File: src/rtl/lstm_pkg.sv
// rtl/lstm_pkg.sv - shared encodings and FSM state type for the LSTM timestep sequencer
//
// Contents:
//   DW           operand/result width (signed Q9.7)
//   PE_IDLE/RUN  status_in encodings driven to the LSTM node
//   LSTM_DONE    status_out encoding meaning the node outputs are valid
//   ctrl_state_e sequencer FSM states
package lstm_pkg;

  localparam int DW = 16;

  localparam logic [1:0] PE_IDLE   = 2'b00;
  localparam logic [1:0] PE_RUN    = 2'b01;
  localparam logic [1:0] LSTM_DONE = 2'b10;

  typedef enum logic [1:0] {
    ST_IDLE  = 2'b00,
    ST_FETCH = 2'b01,
    ST_WAIT  = 2'b10,
    ST_EMIT  = 2'b11
  } ctrl_state_e;

endpackage

File: src/rtl/lstm_step_timer.sv
// rtl/lstm_step_timer.sv - completion-timeout counter for one node evaluation
//
// Ports:
//   clock, reset  clock and synchronous active-high reset
//   clr           restart the count at zero (takes priority over en)
//   en            count this cycle (controller is waiting on the node)
//   expired       this enabled cycle is the last one allowed
module lstm_step_timer #(
  parameter int TMO_W    = 6,
  parameter int MAX_WAIT = 40
) (
  input  logic clock,
  input  logic reset,
  input  logic clr,
  input  logic en,
  output logic expired
);

  // The count is zero in the first waiting cycle, so cycle MAX_WAIT is the
  // one that sees LAST; the abort lands exactly MAX_WAIT cycles after entry.
  localparam logic [TMO_W-1:0] LAST = TMO_W'(MAX_WAIT - 1);

  logic [TMO_W-1:0] cnt_q, cnt_d;

  always_comb begin
    cnt_d = cnt_q;
    if (clr) begin
      cnt_d = '0;
    end else if (en && (cnt_q != LAST)) begin
      cnt_d = cnt_q + 1'b1;
    end
  end

  assign expired = en && (cnt_q == LAST);

  always_ff @(posedge clock) begin
    if (reset) begin
      cnt_q <= '0;
    end else begin
      cnt_q <= cnt_d;
    end
  end

endmodule

File: src/rtl/lstm_seq_ctrl.sv
// rtl/lstm_seq_ctrl.sv - timestep sequencer feeding one LSTM node and streaming h_t results
//
// Optional build macro: LSTM_CTRL_PERF_EN adds perf_stall_cycles.
//
// Ports:
//   clock, reset          clock, synchronous active-high reset
//   start, num_steps      run request (accepted only when idle and num_steps != 0)
//   op_valid/op_ready     operand-set handshake, op_i/c/f/o gate operands
//   node_in_*, node_recu_in, node_status_in   drive the LSTM node
//   node_status_out, node_out, node_recu_out  node completion and results
//   res_valid/res_ready   result handshake, res_data h_t, res_last final step
//   busy                  not idle
//   err_timeout           sticky node-completion timeout
//   perf_stall_cycles     (macro only) upstream/downstream stall cycles
module lstm_seq_ctrl
  import lstm_pkg::*;
#(
  parameter int DW       = lstm_pkg::DW,
  parameter int STEP_W   = 8,
  parameter int TMO_W    = 6,
  parameter int MAX_WAIT = 40
) (
  input  logic              clock,
  input  logic              reset,
  input  logic              start,
  input  logic [STEP_W-1:0] num_steps,
  input  logic              op_valid,
  output logic              op_ready,
  input  logic [DW-1:0]     op_i,
  input  logic [DW-1:0]     op_c,
  input  logic [DW-1:0]     op_f,
  input  logic [DW-1:0]     op_o,
  output logic [DW-1:0]     node_in_i,
  output logic [DW-1:0]     node_in_c,
  output logic [DW-1:0]     node_in_f,
  output logic [DW-1:0]     node_in_o,
  output logic [DW-1:0]     node_recu_in,
  output logic [1:0]        node_status_in,
  input  logic [1:0]        node_status_out,
  input  logic [DW-1:0]     node_out,
  input  logic [DW-1:0]     node_recu_out,
  output logic              res_valid,
  input  logic              res_ready,
  output logic [DW-1:0]     res_data,
  output logic              res_last,
  output logic              busy,
  output logic              err_timeout
`ifdef LSTM_CTRL_PERF_EN
  ,
  output logic [31:0]       perf_stall_cycles
`endif
);

  ctrl_state_e       state_q, state_d;
  logic [STEP_W-1:0] num_q, num_d;
  logic [STEP_W-1:0] step_q, step_d;
  logic [DW-1:0]     recu_q, recu_d;
  logic [DW-1:0]     in_i_q, in_i_d, in_c_q, in_c_d, in_f_q, in_f_d, in_o_q, in_o_d;
  logic [DW-1:0]     recu_in_q, recu_in_d;
  logic [1:0]        status_q, status_d;
  logic [DW-1:0]     res_data_q, res_data_d;
  logic              err_q, err_d;

  logic accept_start, last_step, tmr_clr, tmr_en, tmr_expired;

  assign accept_start = (state_q == ST_IDLE) && start && (num_steps != '0);
  assign last_step    = (step_q == num_q - 1'b1);
  assign tmr_en       = (state_q == ST_WAIT);

  lstm_step_timer #(
    .TMO_W    (TMO_W),
    .MAX_WAIT (MAX_WAIT)
  ) u_timer (
    .clock   (clock),
    .reset   (reset),
    .clr     (tmr_clr),
    .en      (tmr_en),
    .expired (tmr_expired)
  );

  always_comb begin
    state_d    = state_q;
    num_d      = num_q;
    step_d     = step_q;
    recu_d     = recu_q;
    in_i_d     = in_i_q;
    in_c_d     = in_c_q;
    in_f_d     = in_f_q;
    in_o_d     = in_o_q;
    recu_in_d  = recu_in_q;
    status_d   = status_q;
    res_data_d = res_data_q;
    err_d      = err_q;
    tmr_clr    = 1'b0;

    case (state_q)
      ST_IDLE: begin
        if (accept_start) begin
          num_d   = num_steps;
          step_d  = '0;
          recu_d  = '0;  // h0 = 0
          err_d   = 1'b0;
          state_d = ST_FETCH;
        end
      end
      ST_FETCH: begin
        if (op_valid) begin
          in_i_d    = op_i;
          in_c_d    = op_c;
          in_f_d    = op_f;
          in_o_d    = op_o;
          recu_in_d = recu_q;
          status_d  = PE_RUN;
          tmr_clr   = 1'b1;
          state_d   = ST_WAIT;
        end
      end
      ST_WAIT: begin
        // DONE in the final allowed cycle still wins over the timeout.
        if (node_status_out == LSTM_DONE) begin
          res_data_d = node_out;
          recu_d     = node_recu_out;
          status_d   = PE_IDLE;
          state_d    = ST_EMIT;
        end else if (tmr_expired) begin
          err_d    = 1'b1;
          status_d = PE_IDLE;
          step_d   = '0;
          state_d  = ST_IDLE;
        end
      end
      ST_EMIT: begin
        if (res_ready) begin
          step_d  = step_q + 1'b1;
          state_d = last_step ? ST_IDLE : ST_FETCH;
        end
      end
      default: state_d = ST_IDLE;
    endcase
  end

  always_ff @(posedge clock) begin
    if (reset) begin
      state_q    <= ST_IDLE;
      num_q      <= '0;
      step_q     <= '0;
      recu_q     <= '0;
      in_i_q     <= '0;
      in_c_q     <= '0;
      in_f_q     <= '0;
      in_o_q     <= '0;
      recu_in_q  <= '0;
      status_q   <= PE_IDLE;
      res_data_q <= '0;
      err_q      <= 1'b0;
    end else begin
      state_q    <= state_d;
      num_q      <= num_d;
      step_q     <= step_d;
      recu_q     <= recu_d;
      in_i_q     <= in_i_d;
      in_c_q     <= in_c_d;
      in_f_q     <= in_f_d;
      in_o_q     <= in_o_d;
      recu_in_q  <= recu_in_d;
      status_q   <= status_d;
      res_data_q <= res_data_d;
      err_q      <= err_d;
    end
  end

  assign op_ready       = (state_q == ST_FETCH);
  assign res_valid      = (state_q == ST_EMIT);
  assign res_last       = (state_q == ST_EMIT) && last_step;
  assign busy           = (state_q != ST_IDLE);
  assign res_data       = res_data_q;
  assign err_timeout    = err_q;
  assign node_in_i      = in_i_q;
  assign node_in_c      = in_c_q;
  assign node_in_f      = in_f_q;
  assign node_in_o      = in_o_q;
  assign node_recu_in   = recu_in_q;
  assign node_status_in = status_q;

`ifdef LSTM_CTRL_PERF_EN
  logic [31:0] perf_q, perf_d;

  always_comb begin
    perf_d = perf_q;
    if (accept_start) begin
      perf_d = '0;
    end else if (((state_q == ST_FETCH) && !op_valid) ||
                 ((state_q == ST_EMIT) && !res_ready)) begin
      if (perf_q != '1) perf_d = perf_q + 1'b1;
    end
  end

  always_ff @(posedge clock) begin
    if (reset) begin
      perf_q <= '0;
    end else begin
      perf_q <= perf_d;
    end
  end

  assign perf_stall_cycles = perf_q;
`endif

endmodule
File: config.mk
export PLATFORM = sky130hd
export DESIGN_NAME = lstm_seq_ctrl
export DESIGN_NICKNAME = d
export VERILOG_FILES = /design/src/rtl/lstm_pkg.sv /design/src/rtl/lstm_step_timer.sv /design/src/rtl/lstm_seq_ctrl.sv
export SDC_FILE = /design/constraint.sdc
export NUM_CORES = 1
export LEC_CHECK = 0
export ABC_AREA = 0
export CAP_MARGIN = 5
export CORE_UTILIZATION = 39
export DETAILED_ROUTE_END_ITERATION = 7
export PLACE_DENSITY = 0.73
export REMOVE_ABC_BUFFERS = 1
export SLEW_MARGIN = 20
export SYNTH_ARGS = -nofsm -noshare
export SYNTH_HDL_FRONTEND = slang
export SYNTH_SLANG_ARGS = --single-unit
File: constraint.sdc
create_clock -name clock -period 6.9 [get_ports clock]
set_input_delay 1.38 -clock clock [delete_from_list [all_inputs] [get_ports clock]]
set_output_delay 1.38 -clock clock [all_outputs]
set_load 0.01 [all_outputs]
Yosys cells after proc, flatten, opt, wreduce, memory -nomap -nowiden
Cells that the tools add are included.
W data, S select, Z words.
{"block": "totals", "elab_cells": 74, "out_inout_bits": 103, "in_bits": 111, "ff_bits": 139}
{"block": "op_classes", "eq_ne": 14, "n_addsub": 3, "muxes": 24, "n_reduce_logical": 20}
{"cell": "$mux W16", "count": 2}
{"cell": "$mux W8", "count": 4}
{"cell": "$pmux W16 S2", "count": 1}
{"cell": "$pmux W8 S3", "count": 1}
{"cell": "$mux W2", "count": 7}
{"cell": "$ne A2 B2 Y1 const B", "count": 5}
{"cell": "$add A8 B1 Y8 const B", "count": 1}
{"cell": "$eq A8 B8 Y1", "count": 1}
{"cell": "$pmux W2 S4", "count": 1}
{"cell": "$reduce_and A4 Y1", "count": 2}
{"cell": "$reduce_bool A8 Y1", "count": 1}
{"cell": "$sub A8 B1 Y8 const B", "count": 1}
{"cell": "$add A6 B1 Y6 const B", "count": 1}
{"cell": "$eq A2 B2 Y1 const B", "count": 3}
{"cell": "$eq A6 B6 Y1 const B", "count": 1}
{"cell": "$mux W1", "count": 6}
{"cell": "$ne A6 B6 Y1 const B", "count": 1}
{"cell": "$reduce_and A2 Y1", "count": 3}
{"cell": "$reduce_and A3 Y1", "count": 2}
{"cell": "$reduce_bool A2 Y1", "count": 3}
{"cell": "$logic_and A1 B1 Y1", "count": 5}
{"cell": "$reduce_and A5 Y1", "count": 1}
{"cell": "$pmux W2 S2", "count": 1}
{"cell": "$ne A3 B3 Y1 const B", "count": 1}
{"cell": "6 further kinds", "count": 6}

Longest topological paths before layout
Gate-level depths: netlist of run 1.
{"block": "logic_depth", "ltp_word": 5, "mapped_depth": 9, "mapped_depth_nobuf": 7}

By module
Synthesis of run 1 repeated with hierarchy kept, for this count alone.
{"block": "hier_totals", "cells_unflattened": 684, "area_unflattened_um2": 5621.6}
{"module": "lstm_seq_ctrl", "instances": 1, "area_each_um2": 5286.3, "cells_per_inst": 644, "seq_area_each_um2": 2642.5}
{"module": "lstm_step_timer", "instances": 1, "area_each_um2": 335.3, "cells_per_inst": 40, "seq_area_each_um2": 120.1}

Worst setup path before layout of run 1
Ideal clock, no wire load.
{"block": "synth_timing", "kind": "register to output", "from": "register num_q[0]", "to": "output port res_last", "n_path_buf": 2, "arrival_time_ns": 1.875, "setup_slack_ns": 3.645, "path_stages_with_launch": 10, "path_cell_list": "dfxtp_1 -> clkbuf_1 -> inv_1 -> ha_1 -> buf_1 -> o21ba_2 -> a221oi_1 -> a41oi_1 -> a211oi_1 -> and2_1"}
{"block": "synth_via", "elab_chain_cells": 3}
{"element": "from (decl)", "line_no": "lstm_seq_ctrl.sv:55", "rtl": "logic [STEP_W-1:0] num_q, num_d;"}
{"element": "from (signal assigned)", "line_no": "lstm_seq_ctrl.sv:158", "rtl": "num_q <= num_d;"}
{"element": "$sub A8 B1 Y8", "line_no": "lstm_seq_ctrl.sv:67", "rtl": "assign last_step = (step_q == num_q - 1'b1);"}
{"element": "$eq A8 B8 Y1", "line_no": "lstm_seq_ctrl.sv:67"}
{"element": "$logic_and A1 B1 Y1", "line_no": "lstm_seq_ctrl.sv:174", "rtl": "assign res_last = (state_q == ST_EMIT) && last_step;"}
{"element": "to (decl)", "line_no": "lstm_seq_ctrl.sv:45", "rtl": "output logic res_last,"}
No other way between the ends.

Worst setup path after layout of run 1
Ends and elaborated chain as after synthesis.

==> results.py, run 1 <==
metrics = {
    "cts": {
        "cts_setup_buffers": 0,
        "cts_resized": 0,
        "numCtsBuffers": 17,
        "cts_tree": "yes",
        "cts.htree.levels": 4,
        "clock_latency_ns": 0.41,
        "holdBufCountCts": 0,
        "cts.sink_count": 138,
        "clockBufferDepth": 2,
        "cts-root-buf": "clkbuf_16",
        "path_clk_slew_ns": 0.05,
    },
    "yosys": {
        "synth.avg_cell_area_um2": 8.08,
        "synth-edff-count": 0,
        "synth_common_cells": "nand2_1 (212), dfxtp_1 (138), a21oi_1 (112)",
        "ys_seq_area_share_pct": 50.2,
        "syn_inst": 681,
        "yosys.cell_count.top_type": "nand2_1",
        "synth_cell_types": 48,
        "synth_area_um2": 5500,
        "ys_async_sr_fraction_pct": 0,
        "synth.area.top_cells": "dfxtp_1 (50%), nand2_1 (14%), a21oi_1 (10%)",
        "synth_top_area_share_pct": 50.2,
        "synth_area_leader_cell": "dfxtp_1",
        "synth-main-ff-cell": "dfxtp_1",
        "ys_ff_latch": 138,
        "yosys_warnings": 0,
    },
    "detailed_routing": {
        "first_pass_iters": 6,
        "routed_via_density": 4.79,
        "wl_per_cell_um": 13.4,
        "first_iter_violations": 271,
        "num_vias": 5086,
        "drc": 0,
        "ant_nets": 0,
        "routed_wl_um": 14200,
    },
    "setup_path": {
        "crit_slowest_cell": "clkdlybuf4s50_1",
        "crit_path_max_fanout": 8,
        "r2r_slack_ns": 3.75,
        "cp.required_ns": 5.52,
        "r2r_cells": 7,
        "path_class": "register to primary output",
        "endpoint_kind": "primary output",
        "crit_chain": "inv_1 -> ha_1 -> o21ba_2 -> a221oi_1 -> a41oi_1 -> a211oi_1 -> and2_1 -> clkdlybuf4s50_1",
        "cp.arrival_ns": 2.90,
        "r2r-end": "recu_q[3]$_SDFFE_PP0P_",
        "timing.rr.start": "state_q[0]$_SDFFE_PP0P_",
        "start_kind": "register",
        "crit_start": "num_q[0]$_SDFFE_PP0P_",
        "slowest_delay_ns": 0.53,
        "crit_end": "res_last",
    },
    "power": {
        "clkPwrFrac_pct": 33.9,
        "p_leak_nw": 2.90,
        "share_comb_of_total_power_pct": 27.9,
        "switching_share_pct": 30.2,
        "ir_drop_uv": 185,
        "p_int_w": 0.00171,
        "p_per_area_nw_per_um2": 298,
        "power.net_switching_w": 0.000739,
        "p_seq_share_pct": 38.2,
    },
    "finish": {
        "finalNonFillerCells": 1061,
        "final.fill_count": 1262,
        "utilization_pct": 59.5,
        "num-nets-final": 987,
        "fin_area_um2": 8220,
        "diodes": 0,
        "drive_gt1_share_pct": 5.11,
        "syn2layout_area_growth_pct": 49.5,
    },
    "sta": {
        "rsz0062_at_grt": "no",
        "timing.fmax_ghz": 0.234,
        "fin_skew_ns": 0.00901,
        "worst_slack_ns": 2.62,
        "hold_violations": 0,
        "period_needed_ns": 4.28,
        "tightest_slew_ns": 0.880,
        "post-route-period-util_pct": 62.1,
        "setup_viol": 0,
        "fin_setup_tns_ns": 0,
        "slew_violations": 0,
        "relSlewSlack_pct": 41.3,
    },
    "die": {
        "die_area_um2": 14600,
        "die_w_um": 121,
        "io_pins": 214,
        "rows": 43,
        "start_util_pct": 39.8,
        "core-area_um2": 13800,
        "die_h_um": 121,
    },
    "global_route": {
        "grt_max_degree": 82,
        "antenna_found_initial": 0,
        "grt_pass1_vias": 4649,
        "grt_remaining_overflow": 0,
        "grt_pass1_wl_um": 22100,
        "grtUsageTotal_pct": 19.1,
    },
    "placement": {
        "dp_hpwl_um": 9380,
        "place_congestion": 0.843,
        "numPortBuffers": 212,
        "dp.cells": 1030,
        "place_area_um2": 7680,
        "pre_cts_slack_ns": 3.06,
    },
    "min_path": {
        "hold_path.class": "register to register",
    },
    "flow_run": {
        "drv_cap": 0,
    },
    "outcome": {
        "outcome": "finished, final reports clean",
    },
}
## metal layers
layer	wire [um]	GRT usage, %	share of wire [%]
met5	0	0	0
met4	328	7.95	2.3
met3	1130	8.02	8.0
met2	6480	29.4	46
met1	6240	23.4	44
## worst max-delay path, delay by kind of cell (launching register included)
family                     cells  cell delay (ns)
buffers and inverters          2             0.61
DFF                            1             0.47
AOI/OAI and AO/OA              4             0.91
adders and majority gates      1             0.31
and+or+nand+nor                1             0.18
## logic make-up (layout without fill, tap and decap cells)
logic type | count (synthesis) | in the layout | synth area share (%)
simple gates | 303 | 303 | 23.5
flops | 138 | 138 | 50.2
buf+inv | 54 | 254 | 4.00
fa+ha+maj | 7 | 7 | 1.59
xor+xnor | 15 | 15 | 2.39
mux | 17 | 17 | 3.09
compound gates | 146 | 146 | 15.2
other cells | 1 | 1 | 0.0682
## area by class of cell
cell class / count / area (um2) / share of cell area, %
Tap cell: 180 / 225 / 2.74
Multi-Input combinational cell: 489 / 2520 / 30.7
Clock buffer: 23 / 468 / 5.69
Timing Repair Buffer: 215 / 2140 / 26.1
Sequential cell: 138 / 2760 / 33.6
Clock inverter: 8 / 71.3 / 0.868
Inverter: 8 / 30.0 / 0.365
## worst min-delay path by stage
stage                     cells after the start                       from  slack, ns                            end
after floorplan                               2     recu_q[0]$_SDFFE_PP0P_       0.43   node_recu_in[0]$_SDFFE_PP0P_
final                                         2    recu_q[11]$_SDFFE_PP0P_       0.45  node_recu_in[11]$_SDFFE_PP0P_
after CTS                                     2    recu_q[11]$_SDFFE_PP0P_       0.45  node_recu_in[11]$_SDFFE_PP0P_
after detailed placement                      2    recu_q[15]$_SDFFE_PP0P_       0.44  node_recu_in[15]$_SDFFE_PP0P_
after global routing                          2  node_in_o[3]$_SDFFE_PP0P_       0.46      node_in_o[3]$_SDFFE_PP0P_
after global placement                        2   res_data[9]$_SDFFE_PP0P_       0.44       res_data[9]$_SDFFE_PP0P_
## registers in the layout (all words and copies together), names as in the netlist
name            count
u_timer.cnt_q       6
node_recu_in       16
err_timeout         1
node_in_c          16
node_in_i          16
node_in_o          16
state_q             2
num_q               8
step_q              8
recu_q             16
node_status_in      1
res_data           16
node_in_f          16
## metrics by stage
step / total power (W) / hold WS, ns
after floorplan: 0.00133 / 0.425
after global placement: 0.00164 / 0.441
after detailed placement: 0.00164 / 0.445
after CTS: 0.00248 / 0.450
after global routing: 0.00258 / 0.464
final: 0.00245 / 0.449
## power groups by stage
stage | registers [W] | clock network (W) | logic, W
3_5_place_dp | 0.000951 | 0 | 0.000690
3_3_place_gp | 0.000948 | 0 | 0.000689
5_1_grt | 0.000946 | 0.000887 | 0.000750
2_1_floorplan | 0.000972 | 0 | 0.000362
4_1_cts | 0.000936 | 0.000849 | 0.000693
6_report | 0.000936 | 0.000831 | 0.000683
## cells in the final DEF (no fill, tap or decap), types with 6 or more instances in the layout
| master | synthesis | layout |
|---|---|---|
| a21oi_1 | 112 | 112 |
| and2_1 | 19 | 18 |
| clkbuf_16 | 0 | 17 |
| clkdlybuf4s50_1 | 0 | 211 |
| dfxtp_1 | 138 | 138 |
| ha_1 | 7 | 7 |
| inv_1 | 8 | 8 |
| mux2i_1 | 17 | 17 |
| nand2_1 | 212 | 211 |
| nand3_1 | 12 | 12 |
| nor2_1 | 31 | 31 |
| o21ai_1 | 6 | 6 |
| xnor2_1 | 8 | 8 |
| xor2_1 | 7 | 7 |
Note: power is estimated with default switching activity, not from simulation.
==> run 2: changes to the inputs <==
clock period = 3.98 ns   (was 6.9 ns; I/O delays follow)
==> results.py, run 2 (synthesis results as in run 1) <==
metrics = {
    "sta": {
        "holdWs_ns": 0.451,
        "relSlewSlack_pct": 31.3,
        "rsz0062_at_grt": "no",
        "worst_slack_ns": 0.354,
        "setup_viol": 0,
        "post-route-period-util_pct": 91.1,
        "tightest_slew_ns": 1.03,
        "slew_violations": 0,
        "hold_violations": 0,
        "period_needed_ns": 3.63,
        "fin_setup_tns_ns": 0,
        "timing.fmax_ghz": 0.276,
        "fin_skew_ns": 0.00635,
    },
    "placement": {
        "dp_hpwl_um": 9620,
        "pre_cts_slack_ns": 0.767,
        "dp.cells": 1034,
        "place_area_um2": 7740,
        "place_congestion": 0.835,
        "numPortBuffers": 212,
    },
    "detailed_routing": {
        "routed_via_density": 4.82,
        "routed_wl_um": 14600,
        "drc": 0,
        "wl_per_cell_um": 13.7,
        "num_vias": 5142,
        "first_iter_violations": 267,
        "ant_nets": 0,
        "first_pass_iters": 4,
    },
    "cts": {
        "path_clk_slew_ns": 0.06,
        "cts_resized": 0,
        "clockBufferDepth": 2,
        "cts.sink_count": 138,
        "cts_tree": "yes",
        "cts.htree.levels": 4,
        "cts_setup_buffers": 0,
        "numCtsBuffers": 17,
        "holdBufCountCts": 0,
        "cts-root-buf": "clkbuf_16",
        "clock_latency_ns": 0.41,
    },
    "setup_path": {
        "cp.buffers_inverters": 2,
        "crit_family": "compound AO/OA/AOI/OAI gates",
        "r2r-end": "step_q[7]$_SDFFE_PP0P_",
        "timing.rr.start": "state_q[0]$_SDFFE_PP0P_",
        "crit_slowest_cell": "clkdlybuf4s50_1",
        "cp.required_ns": 3.18,
        "crit_start": "num_q[0]$_SDFFE_PP0P_",
        "endpoint_kind": "primary output",
        "path_class": "register to primary output",
        "crit_chain": "inv_1 -> ha_1 -> o21ba_2 -> a221oi_1 -> a41oi_1 -> a211oi_1 -> and2_1 -> clkdlybuf4s50_1",
        "start_kind": "register",
        "slowest_delay_ns": 0.53,
        "r2r_cells": 7,
        "crit_path_max_fanout": 8,
        "cp.arrival_ns": 2.83,
        "r2r_slack_ns": 1.47,
    },
    "power": {
        "p_per_area_nw_per_um2": 536,
        "switching_share_pct": 29.4,
        "share_comb_of_total_power_pct": 27.2,
        "power.net_switching_w": 0.00132,
        "p_seq_share_pct": 36.2,
        "clkPwrFrac_pct": 36.6,
        "p_int_w": 0.00317,
        "p_leak_nw": 2.97,
        "ir_drop_uv": 309,
    },
    "global_route": {
        "grt_remaining_overflow": 0,
        "grt_pass1_vias": 4763,
        "grt_pass1_wl_um": 23100,
        "antenna_found_initial": 0,
        "grtUsageTotal_pct": 20.1,
        "grt_max_degree": 96,
    },
    "finish": {
        "syn2layout_area_growth_pct": 51.9,
        "finalNonFillerCells": 1066,
        "layout_common_cells": "nand2_1 (211), clkdlybuf4s50_1 (211), dfxtp_1 (138)",
        "diodes": 0,
        "fin_area_um2": 8350,
        "drive_gt1_share_pct": 5.98,
        "num-nets-final": 991,
    },
    "min_path": {
        "hold_depth": 2,
        "worstHoldStart": "node_recu_in[12]$_SDFFE_PP0P_",
        "hold_path.class": "register to register",
        "min_to": "node_recu_in[12]$_SDFFE_PP0P_",
    },
    "flow_run": {
        "drv_cap": 0,
    },
    "die": {
        "die_h_um": 121,
        "rows": 43,
        "io_pins": 214,
        "start_util_pct": 39.8,
        "core-area_um2": 13800,
        "die_w_um": 121,
        "die_area_um2": 14600,
    },
    "outcome": {
        "outcome": "finished, final reports clean",
    },
}
[run 2: cell types whose count changed in the layout (fill, tap and decap cells not counted)]
cell	before	now
bufinv_16	1	4
clkbuf_1	4	1
buf_12	0	2
buf_4	4	6
clkbuf_8	2	1
clkinv_2	5	6
clkinv_4	1	2
[run 2: power by group through the flow]
stage | logic [W] | registers (W) | clock network [W]
after floorplan | 0.000627 | 0.00169 | 0
after global placement | 0.00122 | 0.00165 | 0
after detailed placement | 0.00123 | 0.00165 | 0
after CTS | 0.00123 | 0.00162 | 0.00167
after global routing | 0.00133 | 0.00164 | 0.00175
final | 0.00122 | 0.00162 | 0.00164
[run 2: metrics by stage]
stage          util [%]  total power (W)
2_1_floorplan         -          0.00231
3_3_place_gp       55.9          0.00287
3_5_place_dp       55.9          0.00288
4_1_cts            60.4          0.00453
5_1_grt            60.4          0.00472
6_report           60.4          0.00448
[run 2: worst max-delay path by stage]
stage | cells past startpoint | endpoint | slack (ns)
2_1_floorplan | 3 | u_timer.cnt_q[1]$_SDFFE_PP0P_ | 1.37
3_3_place_gp | 8 | res_last | 0.82
3_5_place_dp | 8 | res_last | 0.77
4_1_cts | 8 | res_last | 0.30
5_1_grt | 8 | res_last | 0.12
6_report | 8 | res_last | 0.35
[run 2: per-layer routing]
| metal | global-route usage, % | part of all wire, % |
|---|---|---|
| met1 | 23.8 | 45 |
| met2 | 33.5 | 48 |
| met3 | 6.65 | 6.0 |
| met4 | 7.48 | 1.5 |
| met5 | 0 | 0 |
[run 2: layout make-up]
type / count / area, um2
tap: 180 / 225
timing repair buffer: 219 / 2200
clock buffer: 19 / 443
clock inverter: 13 / 175
sequential: 138 / 2760
fill: 1210 / 5470
multi-input combinational: 489 / 2520
inverter: 8 / 30.0
[run 2: tightest hold or removal path, delay by kind of cell (launching register included)]
kind | cells | cell delay, ns
AND/OR/NAND/NOR | 1 | 0.05
flip-flops | 1 | 0.30
AO/OA/AOI/OAI | 1 | 0.05
